==> config.mk <==
export PLATFORM = sky130hd
export DESIGN_NAME = p3_pll_ctrl
export DESIGN_NICKNAME = d
export VERILOG_FILES = /design/src/rtl/p3_pll_ctrl.sv
export SDC_FILE = /design/constraint.sdc
export NUM_CORES = 1
export LEC_CHECK = 0
export CAP_MARGIN = 25
export CELL_PAD_IN_SITES_DETAIL_PLACEMENT = 0
export CELL_PAD_IN_SITES_GLOBAL_PLACEMENT = 1
export CORE_ASPECT_RATIO = 1.4
export CORE_UTILIZATION = 50
export CTS_BUF_LIST = sky130_fd_sc_hd__clkbuf_2
export DETAILED_ROUTE_END_ITERATION = 16
export HOLD_SLACK_MARGIN = 0.05
export PLACE_DENSITY_LB_ADDON = 0.1
export SLEW_MARGIN = 5
export SYNTH_ARGS = -nofsm -noshare
export SYNTH_HDL_FRONTEND = slang
export SYNTH_SLANG_ARGS = --single-unit
==> constraint.sdc <==
create_clock -name clka_i -period 5.01 [get_ports clka_i]
set_clock_uncertainty 0.05 [all_clocks]
set_input_delay 0.7515 -clock clka_i [delete_from_list [all_inputs] [get_ports clka_i]]
set_output_delay 0.7515 -clock clka_i [all_outputs]
set_load 0.02 [all_outputs]
==> src/rtl/p3_pll_ctrl.sv <==
// p3_pll_ctrl: ProASIC3 PLL power-up/lock sequencer with staged GLA/GLB/GLC reset release.
// Define P3_PLL_CTRL_LOSS_CNT_EN to add the loss_cnt_o lock-loss counter port.
module p3_pll_ctrl #(
    parameter int PD_CYCLES    = 16,
    parameter int LOCK_TIMEOUT = 65536,
    parameter int LOCK_STABLE  = 1024,
    parameter int RST_STAGGER  = 8,
    parameter int MAX_RETRIES  = 3
) (
    input  logic       clka_i,
    input  logic       rst_i,
    input  logic       en_i,
    input  logic       lock_i,
    output logic       powerdown_o,
    output logic       rst_gla_o,
    output logic       rst_glb_o,
    output logic       rst_glc_o,
    output logic       ready_o,
    output logic       fault_o,
    output logic [1:0] retry_cnt_o,
    output logic [2:0] state_o
`ifdef P3_PLL_CTRL_LOSS_CNT_EN
    ,
    output logic [7:0] loss_cnt_o
`endif
);
    localparam int TMAX = (PD_CYCLES > 2 * RST_STAGGER) ? PD_CYCLES : 2 * RST_STAGGER;
    localparam int TW   = $clog2(TMAX + 1);
    localparam int WW   = $clog2(LOCK_TIMEOUT + 1);
    localparam int SW   = $clog2(LOCK_STABLE + 1);

    typedef enum logic [2:0] {
        OFF       = 3'd0,
        PWRDN     = 3'd1,
        WAIT_LOCK = 3'd2,
        STABLE    = 3'd3,
        RELEASE   = 3'd4,
        RUN       = 3'd5,
        FAULT     = 3'd6
    } state_e;

    state_e        state_q, state_d;
    logic [TW-1:0] tmr_q, tmr_d;
    logic [WW-1:0] wt_q, wt_d;
    logic [SW-1:0] st_q, st_d;
    logic [1:0]    retry_q, retry_d;
    logic          lock_m_q, lock_s_q;
    logic          fail;
    logic [5:0]    out_q, out_d;

    always_comb begin
        state_d = state_q;
        retry_d = retry_q;
        fail    = 1'b0;
        case (state_q)
            OFF:       state_d = en_i ? PWRDN : OFF;
            PWRDN:     state_d = (tmr_q == TW'(PD_CYCLES - 1)) ? WAIT_LOCK : PWRDN;
            WAIT_LOCK: begin
                state_d = lock_s_q ? STABLE : WAIT_LOCK;
                fail    = !lock_s_q && (wt_q >= WW'(LOCK_TIMEOUT - 1));
            end
            STABLE:    state_d = !lock_s_q ? WAIT_LOCK : (st_q == SW'(LOCK_STABLE - 1)) ? RELEASE : STABLE;
            RELEASE: begin
                state_d = (tmr_q == TW'(2 * RST_STAGGER - 1)) ? RUN : RELEASE;
                fail    = !lock_s_q;
            end
            RUN:       fail = !lock_s_q;
            default:   state_d = FAULT;
        endcase
        if (fail) begin
            retry_d = (retry_q == 2'd3) ? 2'd3 : retry_q + 2'd1;
            state_d = (retry_d > 2'(MAX_RETRIES - 1)) ? FAULT : PWRDN;
        end
        if (!en_i) begin
            state_d = OFF;
            retry_d = '0;
        end
        tmr_d = (state_d == state_q) ? tmr_q + 1'b1 : '0;
        // The lock seen while leaving WAIT_LOCK already counts as the first stable cycle.
        st_d  = (state_d != STABLE) ? '0 : (state_q == STABLE) ? st_q + 1'b1 : SW'(1);
        // The lock timeout keeps its progress across STABLE bounces; only a fresh attempt clears it.
        wt_d  = (state_d != WAIT_LOCK) ? wt_q : (state_q == WAIT_LOCK) ? wt_q + 1'b1 :
                (state_q == STABLE) ? wt_q : '0;
        out_d = {state_d inside {WAIT_LOCK, STABLE, RELEASE, RUN},
                 !(state_d inside {RELEASE, RUN}),
                 !(state_d == RUN || (state_d == RELEASE && tmr_d >= TW'(RST_STAGGER))),
                 state_d != RUN,
                 state_d == RUN,
                 state_d == FAULT};
    end

    always_ff @(posedge clka_i) begin
        if (rst_i) begin
            state_q  <= OFF;
            tmr_q    <= '0;
            wt_q     <= '0;
            st_q     <= '0;
            retry_q  <= '0;
            lock_m_q <= 1'b0;
            lock_s_q <= 1'b0;
            out_q    <= 6'b011100;
        end else begin
            state_q  <= state_d;
            tmr_q    <= tmr_d;
            wt_q     <= wt_d;
            st_q     <= st_d;
            retry_q  <= retry_d;
            lock_m_q <= lock_i;
            lock_s_q <= lock_m_q;
            out_q    <= out_d;
        end
    end

    assign {powerdown_o, rst_gla_o, rst_glb_o, rst_glc_o, ready_o, fault_o} = out_q;
    assign retry_cnt_o = retry_q;
    assign state_o     = state_q;

`ifdef P3_PLL_CTRL_LOSS_CNT_EN
    logic [7:0] loss_q;

    always_ff @(posedge clka_i) begin
        if (rst_i) loss_q <= '0;
        else if (state_q == RUN && !lock_s_q && en_i && loss_q != 8'hFF) loss_q <= loss_q + 8'd1;
    end

    assign loss_cnt_o = loss_q;
`endif
endmodule

# ---- After elaboration in Yosys (flattened, before gate mapping)
# Index checks and enable logic that the tools add are counted.
# W data, S select, Z words.
dict set report totals {
  ff_bits 46
  inputBits 4
  out_inout_bits 11
  word_cells 66
}
dict set report op_classes {
  add_sub_neg 4
  order_cmp 3
  eq_ne 18
  n_mux 15
  n_bitwise 3
  n_reduce_logical 14
}
# cell n
set ops {}
lappend ops {{$mux W17} 2}
lappend ops {{$pmux W3 S6} 1}
lappend ops {{$add A17 B1 Y17 const B} 1}
lappend ops {{$ge A17 B16 Y1 const B} 1}
lappend ops {{$eq A3 B3 Y1 const B} 5}
lappend ops {{$mux W3} 5}
lappend ops {{$eq A3 B2 Y1 const B} 4}
lappend ops {{$add A11 B1 Y11 const B} 1}
lappend ops {{$eq A11 B10 Y1 const B} 1}
lappend ops {{$ne A3 B2 Y1 const B} 2}
lappend ops {{$reduce_or A2 Y1} 3}
lappend ops {{$add A5 B1 Y5 const B} 1}
lappend ops {{$eq A5 B4 Y1 const B} 1}
lappend ops {{$ge A5 B4 Y1 const B} 1}
lappend ops {{$mux W5} 1}
lappend ops {{$mux W2} 2}
lappend ops {{$reduce_bool A4 Y1} 1}
lappend ops {{$eq A3 B1 Y1 const B} 1}
lappend ops {{$eq A3 B3 Y1} 1}
lappend ops {{$logic_not A1 Y1} 3}
lappend ops {{$logic_not A3 Y1} 1}
lappend ops {{$mux W1} 3}
lappend ops {{$ne A3 B3 Y1 const B} 1}
lappend ops {{$not A1 Y1} 3}
lappend ops {{other kinds (10)} 11}

# ---- Depth between registers and ports, before layout
# Gate-level depths: netlist (run 1).
dict set report depth {
  ltp_word 12
  depth_mapped 15
  depth_no_buf 13
}

# ---- Worst setup path before layout (run 1)
# No wires, ideal clock.
dict set report synth_path {
  path_kind {flip-flop to flip-flop}
  start {register wt_q[2]}
  end {register wt_q[4]}
  setup_ns 0.059
  arrival_ns 2.757
  required_ns 4.901
  slack_ns 2.144
  path_stages_with_launch 15
  n_path_buf 1
  period_less_slack_ns 2.866
  cell_sequence {dfxtp_1 > and4_1 > nand2_1 > nor2_1 > and3_1 > and3_1 > ha_1 > o21bai_1 > o21ai_1 > nand2b_1 > and3_4 > buf_6 > or4_1 > or4_1 > nand2_1}
}
dict set report synth_between {
  elab_chain_len 8
  word_cells_on_any_way 10
  cone_classes {add/sub (1); order compare (1); eq/ne (1); mux (4); bitwise (1); reduce/logical (2)}
}
# item line_no
set synth_lines {}
lappend synth_lines {{start: declaration} 44} ;# logic [WW-1:0] wt_q, wt_d;
lappend synth_lines {{start signal: assignment} 105} ;# wt_q <= wt_d;
lappend synth_lines {{$ge A17 B16 Y1} 60} ;# fail = !lock_s_q && (wt_q >= WW'(LOCK_TIMEOUT - 1));
lappend synth_lines {{$logic_and A1 B1 Y1} 60}
lappend synth_lines {{$pmux W1 S2} 55} ;# case (state_q)
lappend synth_lines {{$mux W3} 70} ;# if (fail) begin
lappend synth_lines {{$mux W3} 74} ;# if (!en_i) begin
lappend synth_lines {{$ne A3 B2 Y1} 82} ;# wt_d = (state_d != WAIT_LOCK) ? wt_q : (state_q == WAIT_LOCK) ? wt_q + 1'b1 :
lappend synth_lines {{$not A1 Y1 (no line)} n/a}
lappend synth_lines {{$reduce_and A2 Y1 (no line)} n/a}
# Several ways; a longest one is shown, not always the timed one.
# A chain may end at the register's enable or synchronous reset.

# ---- Worst setup path in the final report (run 1)
dict set report layout_path {
  start {register wt_q[2]}
  end {register wt_q[0]}
}
dict set report layout_between {
  elab_chain_len 8
}
# item line_no
set layout_lines {}
lappend layout_lines {{$ge A17 B16 Y1} 60}
lappend layout_lines {{$logic_and A1 B1 Y1} 60}
lappend layout_lines {{$pmux W1 S2} 55}
lappend layout_lines {{$mux W3} 70}
lappend layout_lines {{$mux W3} 74}
lappend layout_lines {{$ne A3 B2 Y1} 82}
lappend layout_lines {{$not A1 Y1 (no line)} n/a}
lappend layout_lines {{$reduce_and A2 Y1 (no line)} n/a}
# Every way passes these cells.

==> results.md, run 1 <==
* Top achievable clock speed at between 200 and 300 MHz
* Startpoint Class: flip-flop
* Clk buf depth at 2
* Slew headroom at 0.485
* Outcome: finished clean
* Clk Tree Root Cell: clkbuf_2
* End-of-flow core utilization at 0.586
* Reg-to-Reg Start: wt_q[2]
* CP required at 5.31 ns
* Class of the worst hold path: flip-flop to flip-flop
* Die ar. at between 4000 and 5000 um^2
* DRC viols at 0
* Site Rows at 28
* Worst-Margin Slew at 0.772 ns
* Fill count at ~410
* Number of buffers created by CTS at 5
* DRT Wirelength at roughly 5 mm
* Synth top area cells: dfxtp_1 (40%), nor2_1 (4.7%), nand3_1 (3.3%), or4_1 (2.9%), a21oi_1 (2.8%)
* Synth warn at 0
* Total GRT Usage at 0.228
* First-pass GRT wire length at around 8.5 mm
* Total grt overflow at 0
* Area grow syn2layout at 10.2%
* Nets at ~290
* Worst path buffer plus inverter count at 0
* Worst reg2reg path depth at 13
* PortBufs at 14
* Final setup vio count at 0
* Placer Congestion at 0.829
* Crit path cell chain: and4_1 -> nand2_1 -> nor2_1 -> and3_1 -> and3_1 -> ha_1 -> o21bai_1 -> o21ai_1 -> nor2b_1 -> o21ai_1 -> a211o_1 -> or4_1 -> o22ai_1
* Slew Limit Fails at 0
* Largest net degree at the start of global routing at 28
* Most frequent cells in the layout: dfxtp_1 (46), nor2_1 (29), nand2_1 (16)
* Net Sw Frac at 0.227
* Core area at around 4300 um^2
* Max Cap Viol at 0
* Post-cts hold buffer count at 0
* Minimum clock period at around 3.4 ns
* Hold wc startpoint: lock_m_q
* P_int at 459 uW
* Hold WS at 0.412 ns
* Synth unique cells at 56
* CTS tree: done
* Setup CP Type: flip-flop to flip-flop
* R2R setup slack at approximately 1.6 ns
* Cell taking the most area after synthesis: dfxtp_1
* Setup crit start: wt_q[2]
* Die Ht at between 80 and 90 um
* Commonest non-fill, non-tap cell in the layout: dfxtp_1
* Clock sink count at between 40 and 50
* Initial DRT Pass Iterations at 4
* Hold path depth at 1
* Die Width at around 59 um
* Slowest-stage cell, CP: a211o_1
* EDFF count, synth at 0
* Ys async rst share at 0
* Final cycle utilization of the critical path at 0.681
* Register area at roughly 900 um^2
* Critical Path Max Stage Delay at approximately 0.58 ns
* Post-CTS sizing at 0
* Worst Hold Path EP: lock_s_q
* R2r endpoint: wt_q[0]
* Clock group share of total power at 0.344
* DR vias at roughly 2000
* Worst VDD drop at 0.175 mV
* Net Sw Power at around 130 uW
* Avg Cell Area, Syn at ~8.6 um^2
* Footprint of the multi-input gates at 1290 um^2
* Layout cells sized above 1 at 0.0863
* Skew-Pair Late Insertion Delay at around 0.43 ns
* Primary FF master, synth: dfxtp_1
* I/O pin cnt at 15
* Seq/Total Area, Yosys at 0.402
* Crit path max-delay family: simple AND/OR/NAND/NOR gates
* Total negative slack at 0 ns
* RSZ-0062 raised after global routing: false
* P per Cell Area at ~240 nW/um^2
* Syn nets at between 200 and 300
* Hold Vio Cnt, Final at 0
* Initial Utilization at 0.532
* Ant diodes at 0
* Gate Count Post-Synth at approximately 270
* CP arrival at roughly 3.7 ns
* Initial antenna violation count at 0
* Top cell type's share of synthesized area at 0.402
* Gate power share at 0.029
* DR iter-0 viols at roughly 110
* Final total power at 594 uW
* Number of global-route vias before repair at between 1500 and 2000
* Post-DRT Antenna Nets at 0
* Post-Syn Area at about 2300 um^2
* Postcts setup bufs at 0
* Routed vias/inst at 5.77
* Seq cells post-synth at 46
* CTS H-tree lvls at 2
* WL/cell at between 10 and 15 um
* Hpwl dp at between 3 and 4 mm
* Worst Path Max Fanout at 27
* Worst-path clk slew at 0.25 ns
* Static Leak at roughly 0.00088 uW
* Reg power frac at 0.627
* CP Capture Type: flip-flop
==> cells by family (layout without fill, tap and decap cells) <==
logic type / count (synthesis) / count (layout) / synth area share
fa+ha+maj: 5 / 5 / 0.0273
compound gates: 50 / 50 / 0.145
simple gates: 133 / 133 / 0.343
flops: 46 / 46 / 0.402
buf+inv: 19 / 32 / 0.0371
xor+xnor: 12 / 12 / 0.0459
==> worst max path at each step <==
stage | depth (start not counted) | to
after floorplan | 14 | wt_q[4]
after global placement | 13 | wt_q[0]
after detailed placement | 13 | tmr_q[2]
after CTS | 13 | st_q[4]
after global routing | 13 | tmr_q[2]
final | 13 | wt_q[0]
==> synthesized netlist by cell type (all sizes together) (5+ instances only) <==
| cell type | instances |
|---|---|
| dfxtp | 46 |
| nor2 | 29 |
| nand2 | 16 |
| nand3 | 15 |
| a21oi | 13 |
| o21ai | 11 |
| inv | 10 |
| nor3 | 10 |
| nand2b | 9 |
| or4 | 9 |
| nand4 | 8 |
| and3 | 7 |
| xnor2 | 7 |
| buf | 6 |
| ha | 5 |
| or3 | 5 |
| xor2 | 5 |
==> sequential cells by signal, summed over array words and instances, names as in the netlist <==
register and count:
wt_q 17, st_q 11, out_q 6, tmr_q 5
state_o 3, retry_cnt_o 2, lock_m_q 1, lock_s_q 1
==> area by class of cell <==
class / instances / share of cell area
Clock buffer: 5 / 0.00991
Sequential cell: 46 / 0.365
Timing Repair Buffer: 14 / 0.0555
Tap cell: 60 / 0.0297
Clock inverter: 3 / 0.0159
Multi-Input combinational cell: 200 / 0.509
Inverter: 10 / 0.0149
==> power groups by stage <==
| stage | clock [uW] | combinational [uW] | sequential, uW |
|---|---|---|---|
| floorplan | 0 | 11.2 | 378 |
| global placement | 0 | 17.4 | 379 |
| detailed placement | 0 | 17.4 | 379 |
| CTS | 209 | 17.5 | 372 |
| global route | 222 | 19.3 | 373 |
| finish | 204 | 17.5 | 372 |
==> layer usage <==
layer / routed length, um / track usage / up-vias
li1: - / - / 1000
met1: 2350 / 0.290 / 906
met2: 2400 / 0.376 / 33
met3: 109 / 0.0421 / 10
met4: 110 / 0.0905 / 0
met5: 0 / 0 / -
==> through the flow <==
| stage | instance area [um^2] | instances | setup WS [ns] |
|---|---|---|---|
| floorplan | 2290 | 265 | 2.14 |
| global placement | 2460 | 330 | 1.76 |
| detailed placement | 2460 | 330 | 1.70 |
| CTS | 2520 | 338 | 1.62 |
| global route | 2520 | 338 | 1.29 |
| finish | 2520 | 338 | 1.60 |
Power figures use the tool's default switching activity.
==> run 2: changes to the inputs <==
CORE_UTILIZATION = 46   (was 50)
clock period = 3.17 ns   (was 5.01 ns; I/O delays follow)
==> results.md, run 2 (same netlist as run 1, synthesis figures left out) <==
* Finished Cell Area at 2720 um^2 (was 2520 um^2)
* Final cycle utilization of the critical path at 0.958 (was 0.681)
* CP required at 3.48 ns (was 5.31 ns)
* Clk buf depth at 2 (unchanged)
* Largest register by flop count: wt_q (unchanged)
* Setup crit start: wt_q[4] (was wt_q[2])
* Outcome: finished clean (unchanged)
* Post-DRT Antenna Nets at 0 (unchanged)
* Total grt overflow at 0 (unchanged)
* Largest register FFs at 17 (unchanged)
* Fill count at 494 (was 409)
* Reg-to-Reg Start: wt_q[4] (was wt_q[2])
* Hold WS at 0.413 ns (was 0.412 ns)
* CTS H-tree lvls at 2 (unchanged)
* Clock group share of total power at 0.272 (was 0.344)
* Die ar. at 5270 um^2 (was 4860 um^2)
* Net Sw Power at 206 uW (was 135 uW)
* Worst Path Max Fanout at 7 (was 27)
* Setup CP Type: flip-flop to flip-flop (unchanged)
* Reg power frac at 0.690 (was 0.627)
* Worst-path clk slew at 0.22 ns (was 0.25 ns)
* Ant diodes at 0 (unchanged)
* Largest net degree at the start of global routing at 15 (was 28)
* WL/cell at 15.2 um (was 14.7 um)
* Top Registers: wt_q: 17 flops, st_q: 11 flops, out_q: 6 flops (unchanged)
* Die Ht at 85.5 um (was 82.1 um)
* Core area at 4800 um^2 (was 4310 um^2)
* CTS tree: done (unchanged)
* Nets at 307 (was 286)
* Worst-Margin Slew at 0.468 ns (was 0.772 ns)
* Clock sink count at 46 (unchanged)
* P per Cell Area at 313 nW/um^2 (was 235 nW/um^2)
* First-pass GRT wire length at 9.24 mm (was 8.46 mm)
* CP Capture Type: flip-flop (unchanged)
* Placer Congestion at 0.907 (was 0.829)
* Die Width at 61.7 um (was 59.2 um)
* Static Leak at 0.000976 uW (was 0.000877 uW)
* DRC viols at 0 (unchanged)
* Worst VDD drop at 0.133 mV (was 0.175 mV)
* Routed vias/inst at 5.72 (was 5.77)
* Initial antenna violation count at 0 (unchanged)
* Crit path to: wt_q[9] (was wt_q[0])
* Final setup vio count at 0 (unchanged)
* Most frequent cells in the layout: dfxtp_1 (38), nor2_1 (28), buf_4 (21) (was dfxtp_1 (46), nor2_1 (29), nand2_1 (16))
* Total GRT Usage at 0.235 (was 0.228)
* Commonest non-fill, non-tap cell in the layout: dfxtp_1 (unchanged)
* Startpoint Class: flip-flop (unchanged)
* Minimum clock period at 3.04 ns (was 3.41 ns)
* Site Rows at 30 (was 28)
* Slew headroom at 0.685 (was 0.485)
* Gate power share at 0.038 (was 0.029)
* Hpwl dp at 4.20 mm (was 3.65 mm)
* R2R setup slack at 0.13 ns (was 1.60 ns)
* P_int at 646 uW (was 459 uW)
* Layout cells sized above 1 at 0.218 (was 0.0863)
* Number of buffers created by CTS at 5 (unchanged)
* Number of global-route vias before repair at 2008 (was 1816)
* Setup WS pre-CTS at 0.0340 ns (was 1.70 ns)
* Hold Vio Cnt, Final at 0 (unchanged)
* Skew-Pair Late Insertion Delay at 0.41 ns (was 0.43 ns)
* Area grow syn2layout at 18.6% (was 10.2%)
* Slew Limit Fails at 0 (unchanged)
* DR vias at 2069 (was 1949)
* Max Cap Viol at 0 (unchanged)
* Initial Utilization at 0.477 (was 0.532)
* Final worst setup slack at 0.132 ns (was 1.60 ns)
* PortBufs at 14 (unchanged)
* Clk Tree Root Cell: clkbuf_2 (unchanged)
* Worst reg2reg path depth at 14 (was 13)
* RSZ-0062 raised after global routing: true (was false)
* DR iter-0 viols at 66 (was 105)
* R2r endpoint: wt_q[9] (was wt_q[0])
* Net Sw Frac at 0.242 (was 0.227)
* DRT Wirelength at 5.51 mm (was 4.96 mm)
* Class of the worst hold path: flip-flop to flip-flop (unchanged)
* I/O pin cnt at 15 (unchanged)
* Post-DP Area at 2590 um^2 (was 2460 um^2)
* Initial DRT Pass Iterations at 4 (unchanged)
* CP arrival at 3.35 ns (was 3.71 ns)
* Top achievable clock speed at 329 MHz (was 293 MHz)
* End-of-flow core utilization at 0.566 (was 0.586)
[run 2: cell types whose count changed in the layout (fill, tap and decap cells not counted), moves of 2 or more]
cell and change:
o21ai_1 -2, buf_4 +21, dfxtp_1 -8, a21oi_1 -2, o21ai_2 +2, dfxtp_2 +8, a21oi_2 +2
[run 2: worst min-delay path by stage]
| stage | startpoint | end | slack (ns) | cells after the start |
|---|---|---|---|---|
| after CTS | lock_m_q | lock_s_q | 0.42 | 1 |
| after floorplan | lock_m_q | lock_s_q | 0.36 | 1 |
| after global routing | lock_m_q | lock_s_q | 0.43 | 1 |
| after global placement | lock_m_q | lock_s_q | 0.37 | 1 |
| after detailed placement | lock_m_q | lock_s_q | 0.38 | 1 |
| final | lock_m_q | lock_s_q | 0.41 | 1 |
[run 2: critical path: stages (launching register included)]
cell	delay [ns]
dfxtp_2	0.39
and4_4	0.23
nand2_2	0.07
nor2_2	0.09
and3_1	0.18
and3_1	0.16
ha_2	0.17
o21bai_2	0.07
o21ai_2	0.15
nor2b_4	0.17
o21ai_2	0.10
a211o_1	0.34
buf_4	0.18
or4b_1	0.48
a21oi_2	0.15
[run 2: area by class of cell]
class	count	area (um^2)	share of cell area
Clock inverter	2	10.0	0.00368
Clock buffer	5	25.0	0.00920
Multi-Input combinational cell	200	1340	0.492
Tap cell	64	80.1	0.0295
Sequential cell	46	931	0.342
Inverter	10	37.5	0.0138
Timing Repair Buffer	35	298	0.110
[run 2: layer usage]
layer  GRT usage  wire length, um  share of wire  vias up
met5           0                0              0        -
met4      0.0929              128          0.023        0
met3      0.0362              125          0.023       11
met2       0.432             3080           0.56       36
met1       0.255             2170           0.39      983
li1            -                -              -     1039
[run 2: what timing repair did]
action | CTS | global route
endpoints found under the setup margin | 1 | 15
hold buffers | 0 | 0
gates cloned | 0 | 0
buffers inserted | 0 | 4
pin swaps | 0 | 5
resized for setup | 1 | 21
[run 2: power groups by stage]
stage               combinational, uW  clock, uW  sequential (uW)
finish                           32.5        232              588
global placement                 32.6          0              599
detailed placement               32.5          0              599
CTS                              32.7        243              588
floorplan                        17.8          0              598
global route                     36.6        260              589
[run 2: through the flow]
stage | setup TNS [ns] | power (uW) | cells
3_3_place_gp | 0 | 631 | 351
2_1_floorplan | 0 | 615 | 265
6_report | 0 | 852 | 362
4_1_cts | 0 | 863 | 358
5_1_grt | -0.0385 | 885 | 362
3_5_place_dp | 0 | 631 | 351
